`config.mk`:
```
export PLATFORM = sky130hd
export DESIGN_NAME = peripheral_sqrt_gen
export DESIGN_NICKNAME = d
export VERILOG_FILES = /design/src/rtl/sqrt_pkg.sv /design/src/rtl/sqrt_iter_core.sv /design/src/rtl/peripheral_sqrt_gen.sv
export SDC_FILE = /design/constraint.sdc
export NUM_CORES = 1
export LEC_CHECK = 0
export ABC_AREA = 1
export BUFFER_PORTS_ARGS = -buffer_cell sky130_fd_sc_hd__buf_2
export CORE_ASPECT_RATIO = 1.25
export CORE_MARGIN = 3
export CORE_UTILIZATION = 43
export DETAILED_ROUTE_END_ITERATION = 10
export GPL_TIMING_DRIVEN = 0
export HOLD_SLACK_MARGIN = 0.1
export PLACE_DENSITY_LB_ADDON = 0.2
export SLEW_MARGIN = 20
export SYNTH_ARGS = -nofsm -noshare
export SYNTH_HDL_FRONTEND = slang
export SYNTH_SLANG_ARGS = --single-unit
```
`constraint.sdc`:
```
create_clock -name clk -period 3.3 [get_ports clk]
set_clock_uncertainty 0.1 [all_clocks]
set_input_delay 0.33 -clock clk [delete_from_list [all_inputs] [get_ports clk]]
set_output_delay 0.33 -clock clk [all_outputs]
set_load 0.1 [all_outputs]
```
`src/rtl/sqrt_pkg.sv`:
```
// Shared constants for the integer square-root peripheral.
// Register map, CTRL/STATUS bit positions and FSM encoding.
package sqrt_pkg;

  localparam logic [4:0] ADDR_A_LO   = 5'h04;
  localparam logic [4:0] ADDR_A_HI   = 5'h08;
  localparam logic [4:0] ADDR_CTRL   = 5'h0C;
  localparam logic [4:0] ADDR_RESULT = 5'h10;
  localparam logic [4:0] ADDR_STATUS = 5'h14;
  localparam logic [4:0] ADDR_REM    = 5'h18;

  localparam int CTRL_START = 0;
  localparam int CTRL_CLR   = 1;
  localparam int ST_DONE    = 0;
  localparam int ST_BUSY    = 1;

  typedef enum logic [1:0] {
    S_IDLE = 2'd0,
    S_CALC = 2'd1,
    S_DONE = 2'd2
  } state_t;

endpackage

```
`src/rtl/sqrt_iter_core.sv`:
```
// Restoring square-root datapath: two operand bits in, one root bit out per step.
// root/rem are the combinational results of the current step.
module sqrt_iter_core #(
  parameter int DATA_W = 32
) (
  input  logic                clk,
  input  logic                reset,
  input  logic                load,
  input  logic                step,
  input  logic [DATA_W-1:0]   operand,
  output logic [DATA_W/2-1:0] root,
  output logic [DATA_W/2:0]   rem,
  output logic                last
);

  localparam int RW  = DATA_W / 2;
  localparam int ITW = $clog2(RW + 1);

  logic [DATA_W-1:0] a_q;
  logic [RW-1:0]     root_q;
  logic [RW:0]       rem_q;
  logic [ITW-1:0]    iter_q;

  logic [RW+2:0] sh;
  logic [RW+2:0] trial;
  logic [RW+2:0] diff;
  logic          ge;

  always_comb begin
    sh    = {rem_q, a_q[DATA_W-1 -: 2]};
    trial = {1'b0, root_q, 2'b01};
    diff  = sh - trial;
    ge    = (sh >= trial);
    root  = {root_q[RW-2:0], ge};
    rem   = (RW+1)'(ge ? diff : sh);
    last  = step && (iter_q == ITW'(1));
  end

  always_ff @(posedge clk) begin
    if (!reset) begin
      a_q    <= '0;
      root_q <= '0;
      rem_q  <= '0;
      iter_q <= '0;
    end else if (load) begin
      a_q    <= operand;
      root_q <= '0;
      rem_q  <= '0;
      iter_q <= ITW'(RW);
    end else if (step) begin
      a_q    <= a_q << 2;
      root_q <= root;
      rem_q  <= rem;
      iter_q <= iter_q - ITW'(1);
    end
  end

endmodule

```
`src/rtl/peripheral_sqrt_gen.sv`:
```
// Memory-mapped iterative integer square root, parametrised operand width.
// Define SQRT_REM_EN to keep the remainder and expose it at 0x18.
module peripheral_sqrt_gen
  import sqrt_pkg::*;
#(
  parameter int DATA_W = 32
) (
  input  logic        clk,
  input  logic        reset,
  input  logic [15:0] d_in,
  input  logic        cs,
  input  logic [4:0]  addr,
  input  logic        rd,
  input  logic        wr,
  output logic [31:0] d_out
);

  localparam int RW = DATA_W / 2;

  state_t state_q;
  state_t state_d;

  logic [DATA_W-1:0] operand_q;
  logic [RW-1:0]     root_q;
  logic [RW-1:0]     core_root;
  logic [31:0]       op32;
  logic [31:0]       rd_data;
  logic wr_en, rd_en, start, clr;
  logic load, step, last;
  logic busy, done;

`ifdef SQRT_REM_EN
  logic [RW:0] rem_q;
  logic [RW:0] core_rem;
`endif

  assign wr_en = cs & wr;
  assign rd_en = cs & rd & ~wr;
  assign start = wr_en && (addr == ADDR_CTRL) && d_in[CTRL_START];
  assign clr   = wr_en && (addr == ADDR_CTRL) && d_in[CTRL_CLR];
  assign busy  = (state_q == S_CALC);
  assign done  = (state_q == S_DONE);

  // High-half writes past DATA_W fall off on the truncation below.
  always_comb begin
    op32 = 32'(operand_q);
    if (wr_en && (addr == ADDR_A_LO)) op32[15:0] = d_in;
    if (wr_en && (addr == ADDR_A_HI)) op32[31:16] = d_in;
  end

  always_comb begin
    state_d = state_q;
    load    = 1'b0;
    step    = 1'b0;
    unique case (state_q)
      S_IDLE: begin
        if (start) begin
          state_d = S_CALC;
          load    = 1'b1;
        end
      end
      S_CALC: begin
        step = 1'b1;
        if (last) state_d = S_DONE;
      end
      S_DONE: begin
        if (start) begin
          state_d = S_CALC;
          load    = 1'b1;
        end else if (clr) begin
          state_d = S_IDLE;
        end
      end
      default: state_d = S_IDLE;
    endcase
  end

  always_ff @(posedge clk) begin
    if (!reset) state_q <= S_IDLE;
    else        state_q <= state_d;
  end

  sqrt_iter_core #(
    .DATA_W (DATA_W)
  ) u_core (
    .clk     (clk),
    .reset   (reset),
    .load    (load),
    .step    (step),
    .operand (operand_q),
    .root    (core_root),
`ifdef SQRT_REM_EN
    .rem     (core_rem),
`else
    .rem     (),
`endif
    .last    (last)
  );

  always_ff @(posedge clk) begin
    if (!reset) begin
      operand_q <= '0;
      root_q    <= '0;
    end else begin
      operand_q <= op32[DATA_W-1:0];
      if (last) root_q <= core_root;
    end
  end

`ifdef SQRT_REM_EN
  always_ff @(posedge clk) begin
    if (!reset)    rem_q <= '0;
    else if (last) rem_q <= core_rem;
  end
`endif

  always_comb begin
    rd_data = '0;
    unique case (addr)
      ADDR_RESULT: rd_data = 32'(root_q);
      ADDR_STATUS: begin
        rd_data[ST_DONE] = done;
        rd_data[ST_BUSY] = busy;
      end
`ifdef SQRT_REM_EN
      ADDR_REM:    rd_data = 32'(rem_q);
`endif
      default:     rd_data = '0;
    endcase
  end

  always_ff @(posedge clk) begin
    if (!reset) d_out <= '0;
    else        d_out <= rd_en ? rd_data : '0;
  end

endmodule

```
======== Word-level counts from Yosys, hierarchy flattened ========
Index checks and enable logic that the tools add are counted.
word-level totals
  bits in registers ....................... 152
operators by class
  add/subtract/negate cells ............... 2
  $lt $le $gt $ge ......................... 1
  equal/unequal tests ..................... 11
  multiplexer cells ....................... 14
  bitwise logic cells ..................... 5
  reduce and logical (&&, ||, !) cells .... 13
operator list
  kind                   count
  $mux W32               2
  $ge A19 B18 Y1         1
  $mux W17               1
  $sub A17 B17 Y17       1
  $eq A5 B4 Y1 const B   2
  $eq A5 B5 Y1 const B   2
  $mux W5                2
  $mux W2                4
  $logic_and A1 B1 Y1    6
  $pmux W2 S3            1
  $reduce_and A3 Y1      2
  $eq A5 B1 Y1 const B   1
  $eq A5 B3 Y1 const B   1
  $sub A5 B1 Y5 const B  1
  $ne A2 B2 Y1 const B   2
  $pmux W2 S2            1
  $reduce_or A2 Y1       2
  $and A1 B1 Y1          3
  $mux W1                3
  $ne A3 B3 Y1 const B   1
  $eq A2 B1 Y1 const B   1
  $eq A2 B2 Y1 const B   1
  $logic_not A2 Y1       1
  $not A1 Y1             2
  other kinds (2)        2

======== Logic depth before layout (Yosys ltp) ========
Gate-level depths: netlist of run 1.
  depth in word-level cells ............... 6
  depth in mapped cells ................... 14

======== Hierarchy ========
A second synthesis of run 1 with hierarchy kept.
second synthesis, totals
  cells, all modules ...................... 958
  area total of the unflattened synthesis .. 6881.6 um^2
modules (own cells, without submodules)
  module               instances  cells each  area each (um^2)
  sqrt_iter_core       1          658         4421.7
  peripheral_sqrt_gen  1          300         2459.9

======== Worst setup path after synthesis of run 1 ========
No wires, ideal clock.
  path type ............................... register to register
  start ................................... register u_core.root_q[12]
  end ..................................... register u_core.rem_q[5]
  setup time .............................. 120 ps
  arrival time ............................ 1679 ps
  data required time ...................... 3080 ps
  slack ................................... 1401 ps
  stages on the path, launching flop included .. 14
  buffers on the path ..................... 1
  clock period less this slack ............ 1899 ps
  path through ............................ dfxtp_1 inv_1 ha_1 nand2_1 inv_1 nand2_1 nand2_1 nand2_1 nand2_1 a21oi_2 buf_6 nand3_2 nand3_1 a21oi_1
between the ends
  longest elaborated chain between the ends .. 2
RTL lines
  item                    line                  source
  from (decl)             sqrt_iter_core.sv:20  logic [RW-1:0] root_q;
  from (signal assigned)  sqrt_iter_core.sv:52  root_q <= root;
  $ge A19 B18 Y1          sqrt_iter_core.sv:33  ge = (sh >= trial);
  $mux W17                sqrt_iter_core.sv:35  rem = (RW+1)'(ge ? diff : sh);
  to (signal assigned)    sqrt_iter_core.sv:53  rem_q <= rem;
  to (decl)               sqrt_iter_core.sv:21  logic [RW:0] rem_q;
No other way between the ends.
A chain may end at the register's enable or synchronous reset.

======== Worst setup path in the final report of run 1 ========
  start ................................... register u_core.root_q[12]
  end ..................................... register u_core.rem_q[8]
The elaborated chain is that of the path after synthesis.

==> impl_metrics.json, run 1 <==
{
  "routabilityCongestion": 0.8544,
  "slew_headroom": 0.6161,
  "hold_viol": 0,
  "ctsResizeCount": 0,
  "comb_power_share": 0.048,
  "fp.dieW_um": 117.1,
  "io_pins": 58,
  "ant_nets": 0,
  "path_max_fanout": 10,
  "cp.required_ns": 3.51,
  "synth-seq-cells": 136,
  "diodes": 0,
  "tns_ns": 0,
  "crit_chain": "inv_1 > ha_1 > nand2_1 > inv_1 > nand2_1 > nand2_1 > nand2_1 > nand2_1 > a21oi_2 > buf_6 > nand3_2 > nand3_1 > a21oi_1",
  "dp_hpwl_um": 12170,
  "dr.pass1.iters": 5,
  "status": "complete, no violations",
  "leakage_uw": 0.003459,
  "power.total_uw": 3941,
  "rows": 50,
  "setup_viol_count_final": 0,
  "power_frac_seq": 0.418,
  "core_area_um2": 15010,
  "drt_iter0_drc": 214,
  "r2r_end": "u_core.rem_q[8]",
  "cp.arrival_ns": 2.53,
  "syn_area_um2": 6631,
  "grt_pass1_wl_um": 26680,
  "critPathSlowestCell": "dfxtp_1",
  "synth-main-ff-cell": "dfxtp_1",
  "cp_common_cell": "nand2_1",
  "dpl_cell_area_um2": 7121,
  "clockRootBuffer": "clkbuf_16",
  "crit_buf_inv": 3,
  "powerDensity_nw_per_um2": 497.5,
  "path_class": "flip-flop to flip-flop",
  "syn-instance-count": 957,
  "r2r.worst_path.cells": 13,
  "worstHoldPathType": "input pin to flip-flop",
  "power_frac_clock": 0.534,
  "vias": 5889,
  "min_period_ns": 2.324,
  "viasPerCell": 4.745,
  "slowest_delay_ns": 0.38,
  "hold_ws_ns": 0.1180,
  "worst_pin_slew_ns": 0.5759,
  "ys_warn_count": 0,
  "grt_overflow": 0,
  "rrSetupSlack_ns": 0.98,
  "post_cts_buffers": 0,
  "hold_start": "wr",
  "clkLatencyLatePin_ns": 0.43,
  "avgSynthCellArea_um2": 6.929,
  "synth_async_sr_flop_share": 0,
  "grt_pass1_vias": 5589,
  "peakVddDrop_uv": 511.6,
  "n_fill_cell": 1528,
  "p_sw_frac": 0.2268,
  "rsz0062_at_grt": "no",
  "die_h_um": 144.8,
  "cp-end-kind": "flip-flop",
  "design_area_um2": 7920,
  "cts_tree": "yes",
  "max_freq_ghz": 0.4303,
  "grt_max_degree": 17,
  "timing.rr.start": "u_core.root_q[12]",
  "cts_buffer_depth": 2,
  "nets": 1093,
  "seq_area_frac_synth": 0.4106,
  "initial_core_util": 0.4417,
  "power.switching_uw": 893.8,
  "final_max_slew_viol_count": 0,
  "numCtsBuffers": 17,
  "cts.sinks": 136,
  "grtUsageTotal": 0.2013,
  "portBuffers": 41,
  "routed_wl_um": 16090,
  "holdPathEnd": "d_out[1]",
  "synth.distinct_cells": 40,
  "die_area_um2": 16960,
  "wire_per_inst_um": 12.97,
  "drc": 0,
  "htreeDepth": 4,
  "startpoint_type": "flip-flop",
  "crit_family": "simple AND/OR/NAND/NOR gates",
  "hold_path_depth": 3,
  "layout-drive-gt1-share": 0.1435,
  "clk_pin_slew_ns": 0.06,
  "antenna_found_initial": 0,
  "synth_edf_count": 0,
  "maxCapViolations": 0,
  "p_int_uw": 3047,
  "ctsHoldBuffers": 15,
  "syn2layout_area_growth_pct": 19.43,
  "finalCritPeriodShare": 0.7042,
  "final_util": 0.5275
}
Yosys cell counts (all sizes together), types with 2 or more instances:
cell | n | share of area
inv | 119 | 0.067
o21ai | 51 | 0.038
dfxtp | 136 | 0.41
nand3 | 48 | 0.045
nor3 | 5 | 0.0038
clkbuf | 21 | 0.012
nand2 | 292 | 0.17
nor2 | 106 | 0.065
xor2 | 4 | 0.0053
or2 | 2 | 0.0019
nand4 | 5 | 0.0079
xnor2 | 5 | 0.0066
a21oi | 67 | 0.052
buf | 35 | 0.036
nand3b | 2 | 0.0023
a31oi | 29 | 0.027
ha | 20 | 0.038
cell type report:
class                      count  area (µm²)  area share
multi-input combinational    660        3194      0.4033
inverter                     120       451.7     0.05703
clock buffer                  18       429.2     0.05419
tap                          182       227.7     0.02875
buffer                        56       319.1     0.04028
clock inverter                13       220.2     0.02780
timing repair buffer          56       355.3     0.04487
sequential                   136        2723      0.3438
placed cells by master, fill, tap and decap left out, types with 20 or more instances in the layout:
cell      count
nand2_1     281
nor2_1       98
nand3_1      37
a21oi_1      64
o21ai_0      50
clkbuf_1     22
inv_1       111
dfxtp_1     136
buf_2        53
a31oi_1      29
ha_1         20
kinds of logic after synthesis:
family / Yosys count / share of synthesized area
flops: 136 / 0.4106
simple gates: 464 / 0.2998
compound gates: 151 / 0.1232
xor+xnor: 9 / 0.01189
other cells: 1 / 0.0005655
fa+ha+maj: 20 / 0.03774
buf+inv: 176 / 0.1162
worst max-delay path by stage:
stage,depth (start not counted),start,end
final,13,u_core.root_q[12],u_core.rem_q[8]
after global routing,12,u_core.root_q[13],u_core.rem_q[6]
after CTS,13,u_core.root_q[12],u_core.rem_q[4]
after detailed placement,13,u_core.root_q[12],u_core.rem_q[4]
after global placement,13,u_core.root_q[12],u_core.rem_q[4]
after floorplan,13,u_core.root_q[12],u_core.rem_q[5]
tightest hold or removal path, delay by kind of cell:
family | cells | cell delay, ns
buffers and inverters | 1 | 0.09
and+or+nand+nor | 1 | 0.06
AOI/OAI and AO/OA | 1 | 0.11
per-layer routing:
metal	share of wire	track usage	wire length [µm]
met1	0.44	0.2343	7027
met2	0.50	0.3485	8115
met3	0.027	0.04493	435
met4	0.032	0.09481	514
met5	0	0	0
through the flow:
stage               std cells  worst slack [ns]
floorplan                 972             1.401
global placement         1195             1.026
detailed placement       1195            0.9954
CTS                      1241            0.9905
global route             1241            0.7874
finish                   1241            0.9763
power by group through the flow:
stage | Combinational (µW) | Sequential [µW] | Clock, µW
finish | 190 | 1650 | 2100
global route | 204 | 1650 | 2210
CTS | 190 | 1650 | 2140
detailed placement | 176 | 1680 | 0
global placement | 176 | 1680 | 0
floorplan | 138 | 1680 | 0
flip-flops by register name, indices dropped and copies added, names as in the netlist:
| signal | flops |
|---|---|
| u_core.rem_q | 17 |
| u_core.a_q | 32 |
| operand_q | 32 |
| root_q | 16 |
| state_q | 2 |
| u_core.root_q | 16 |
| u_core.iter_q | 5 |
| d_out | 16 |
Note: power is estimated with default switching activity, not from simulation.
==> run 2: changes to the inputs <==
- clock period: 3.3 -> 2.11 ns (I/O delays scaled with it)
==> run 2 against run 1 <==
- maximum frequency is 15% higher
- sequential power is 56% higher
- power is 57% higher
- critical path type unchanged
- largest cell class unchanged
- first-iteration DRC count is 9.3% higher
- critical path depth is 1 lower
- critical endpoint unchanged
- highest routed layer unchanged
==> impl_metrics.json, run 2 (same netlist as run 1, synthesis figures left out) <==
{
  "htreeDepth": 4,
  "initial_core_util": 0.4417,
  "die_h_um": 144.8,
  "core_area_um2": 15010,
  "drc": 0,
  "worstHoldPathType": "input pin to flip-flop",
  "grt_pass1_vias": 5733,
  "maxCapViolations": 0,
  "nets": 1122,
  "status": "complete, no violations",
  "path_max_fanout": 8,
  "slew_headroom": 0.6099,
  "worst_slack_ns": 0.09675,
  "numCtsBuffers": 17,
  "worst_pin_slew_ns": 0.5852,
  "path_class": "flip-flop to flip-flop",
  "grtUsageTotal": 0.2063,
  "rows": 50,
  "setup_viol_count_final": 0,
  "vias": 6135,
  "hold_viol": 0,
  "max_freq_ghz": 0.4967,
  "leakage_uw": 0.003655,
  "rrSetupSlack_ns": 0.1,
  "cp-end-kind": "flip-flop",
  "peakVddDrop_uv": 800.0,
  "routed_wl_um": 16950,
  "design_area_um2": 8523,
  "layout-drive-gt1-share": 0.2289,
  "fp.dieW_um": 117.1,
  "die_area_um2": 16960,
  "min_period_ns": 2.013,
  "drt_iter0_drc": 234,
  "layout_commonest_cell": "nand2_1",
  "cp.required_ns": 2.31,
  "routabilityCongestion": 0.8544,
  "antenna_found_initial": 0,
  "cts_buffer_depth": 2,
  "clkLatencyLatePin_ns": 0.43,
  "dr.pass1.iters": 7,
  "clockRootBuffer": "clkbuf_16",
  "io_pins": 58,
  "dp_hpwl_um": 12170,
  "diodes": 0,
  "startpoint_type": "flip-flop",
  "grt_pass1_wl_um": 27390,
  "power.total_uw": 6175,
  "biggestRegsByFlops": "operand_q x32, u_core.a_q x32, u_core.rem_q x17",
  "cts_tree": "yes",
  "cp.arrival_ns": 2.21,
  "clk_pin_slew_ns": 0.06,
  "n_fill_cell": 1448,
  "cts.sinks": 136,
  "syn2layout_area_growth_pct": 28.53,
  "powerDensity_nw_per_um2": 724.5,
  "dp_worst_setup_slack_ns": -0.1946,
  "ant_nets": 0,
  "wire_per_inst_um": 13.35,
  "final_cell_mix": "nand2_1, dfxtp_1, inv_1, nor2_1, a21oi_1",
  "portBuffers": 41,
  "final_max_slew_viol_count": 0,
  "grt_max_degree": 17,
  "finalCritPeriodShare": 0.9541,
  "viasPerCell": 4.831,
  "dpl_cell_area_um2": 7121,
  "grt_overflow": 0
}
[run 2: cell count changes in the layout (fill, tap and decap cells not counted), sizes merged]
cell | before | now
clkbuf | 39 | 40
clkinv | 5 | 4
inv | 122 | 123
buf | 76 | 97
dlygate4sd3 | 15 | 22
[run 2: cell type report]
| type | instances | area [µm²] | share of cell area |
|---|---|---|---|
| Inverter | 120 | 452.9 | 0.05314 |
| Sequential cell | 136 | 2754 | 0.3231 |
| Clock buffer | 18 | 429.2 | 0.05035 |
| Clock inverter | 13 | 220.2 | 0.02584 |
| Buffer | 56 | 336.6 | 0.03949 |
| Timing Repair Buffer | 85 | 611.8 | 0.07179 |
| Tap cell | 182 | 227.7 | 0.02672 |
| Multi-Input combinational cell | 660 | 3491 | 0.4096 |
[run 2: per-stage QoR]
stage / TNS [ns] / hold WS (ns) / cells / util
finish: 0 / 0.1386 / 1270 / 0.5677
global placement: -1.643 / 0.3258 / 1195 / 0.4743
global route: -0.08307 / 0.1692 / 1270 / 0.5677
CTS: 0 / 0.1276 / 1255 / 0.5450
floorplan: 0 / 0.2459 / 972 / -
detailed placement: -2.054 / 0.3299 / 1195 / 0.4743
[run 2: critical path, stage by stage (launching register included)]
cell and delay (ns):
dfxtp_2 0.35, inv_1 0.10, ha_4 0.31, nand2_2 0.09, nor2_4 0.11, nand2_2 0.08, nor2_1 0.09, nand2_1 0.09
nand4_4 0.20, clkbuf_16 0.18, nand2_1 0.05, nand3_1 0.07, a21oi_1 0.06
[run 2: routing by layer]
metal	vias up	share of wire	track usage
li1	3228	-	-
met1	2762	0.43	0.2408
met2	113	0.51	0.3581
met3	32	0.027	0.04493
met4	0	0.034	0.09481
met5	-	0	0
[run 2: timing repair]
item | CTS | global route
hold buffers | 22 | 0
setup endpoints to repair | 18 | 20
gates cloned | 0 | 1
setup buffers | 7 | 14
pin swaps | 3 | 23
endpoints found under the hold margin | 39 | 0
gates resized for setup | 19 | 76
[run 2: path summary, 6_finish.rpt]
path                            depth (start not counted)             start              end
worst max register to register                         12  u_core.root_q[9]  u_core.rem_q[8]
worst min-delay path                                    5           addr[0]         d_out[1]
worst min register to register                          2        root_q[14]        d_out[14]
worst max-delay path                                   12  u_core.root_q[9]  u_core.rem_q[8]
[run 2: power by group]
group | internal [µW] | switching (µW) | total, µW
clock | 2110 | 1180 | 3290
sequential | 2570 | 2.62 | 2570
combinational | 89.9 | 220 | 310
total | 4770 | 1400 | 6170
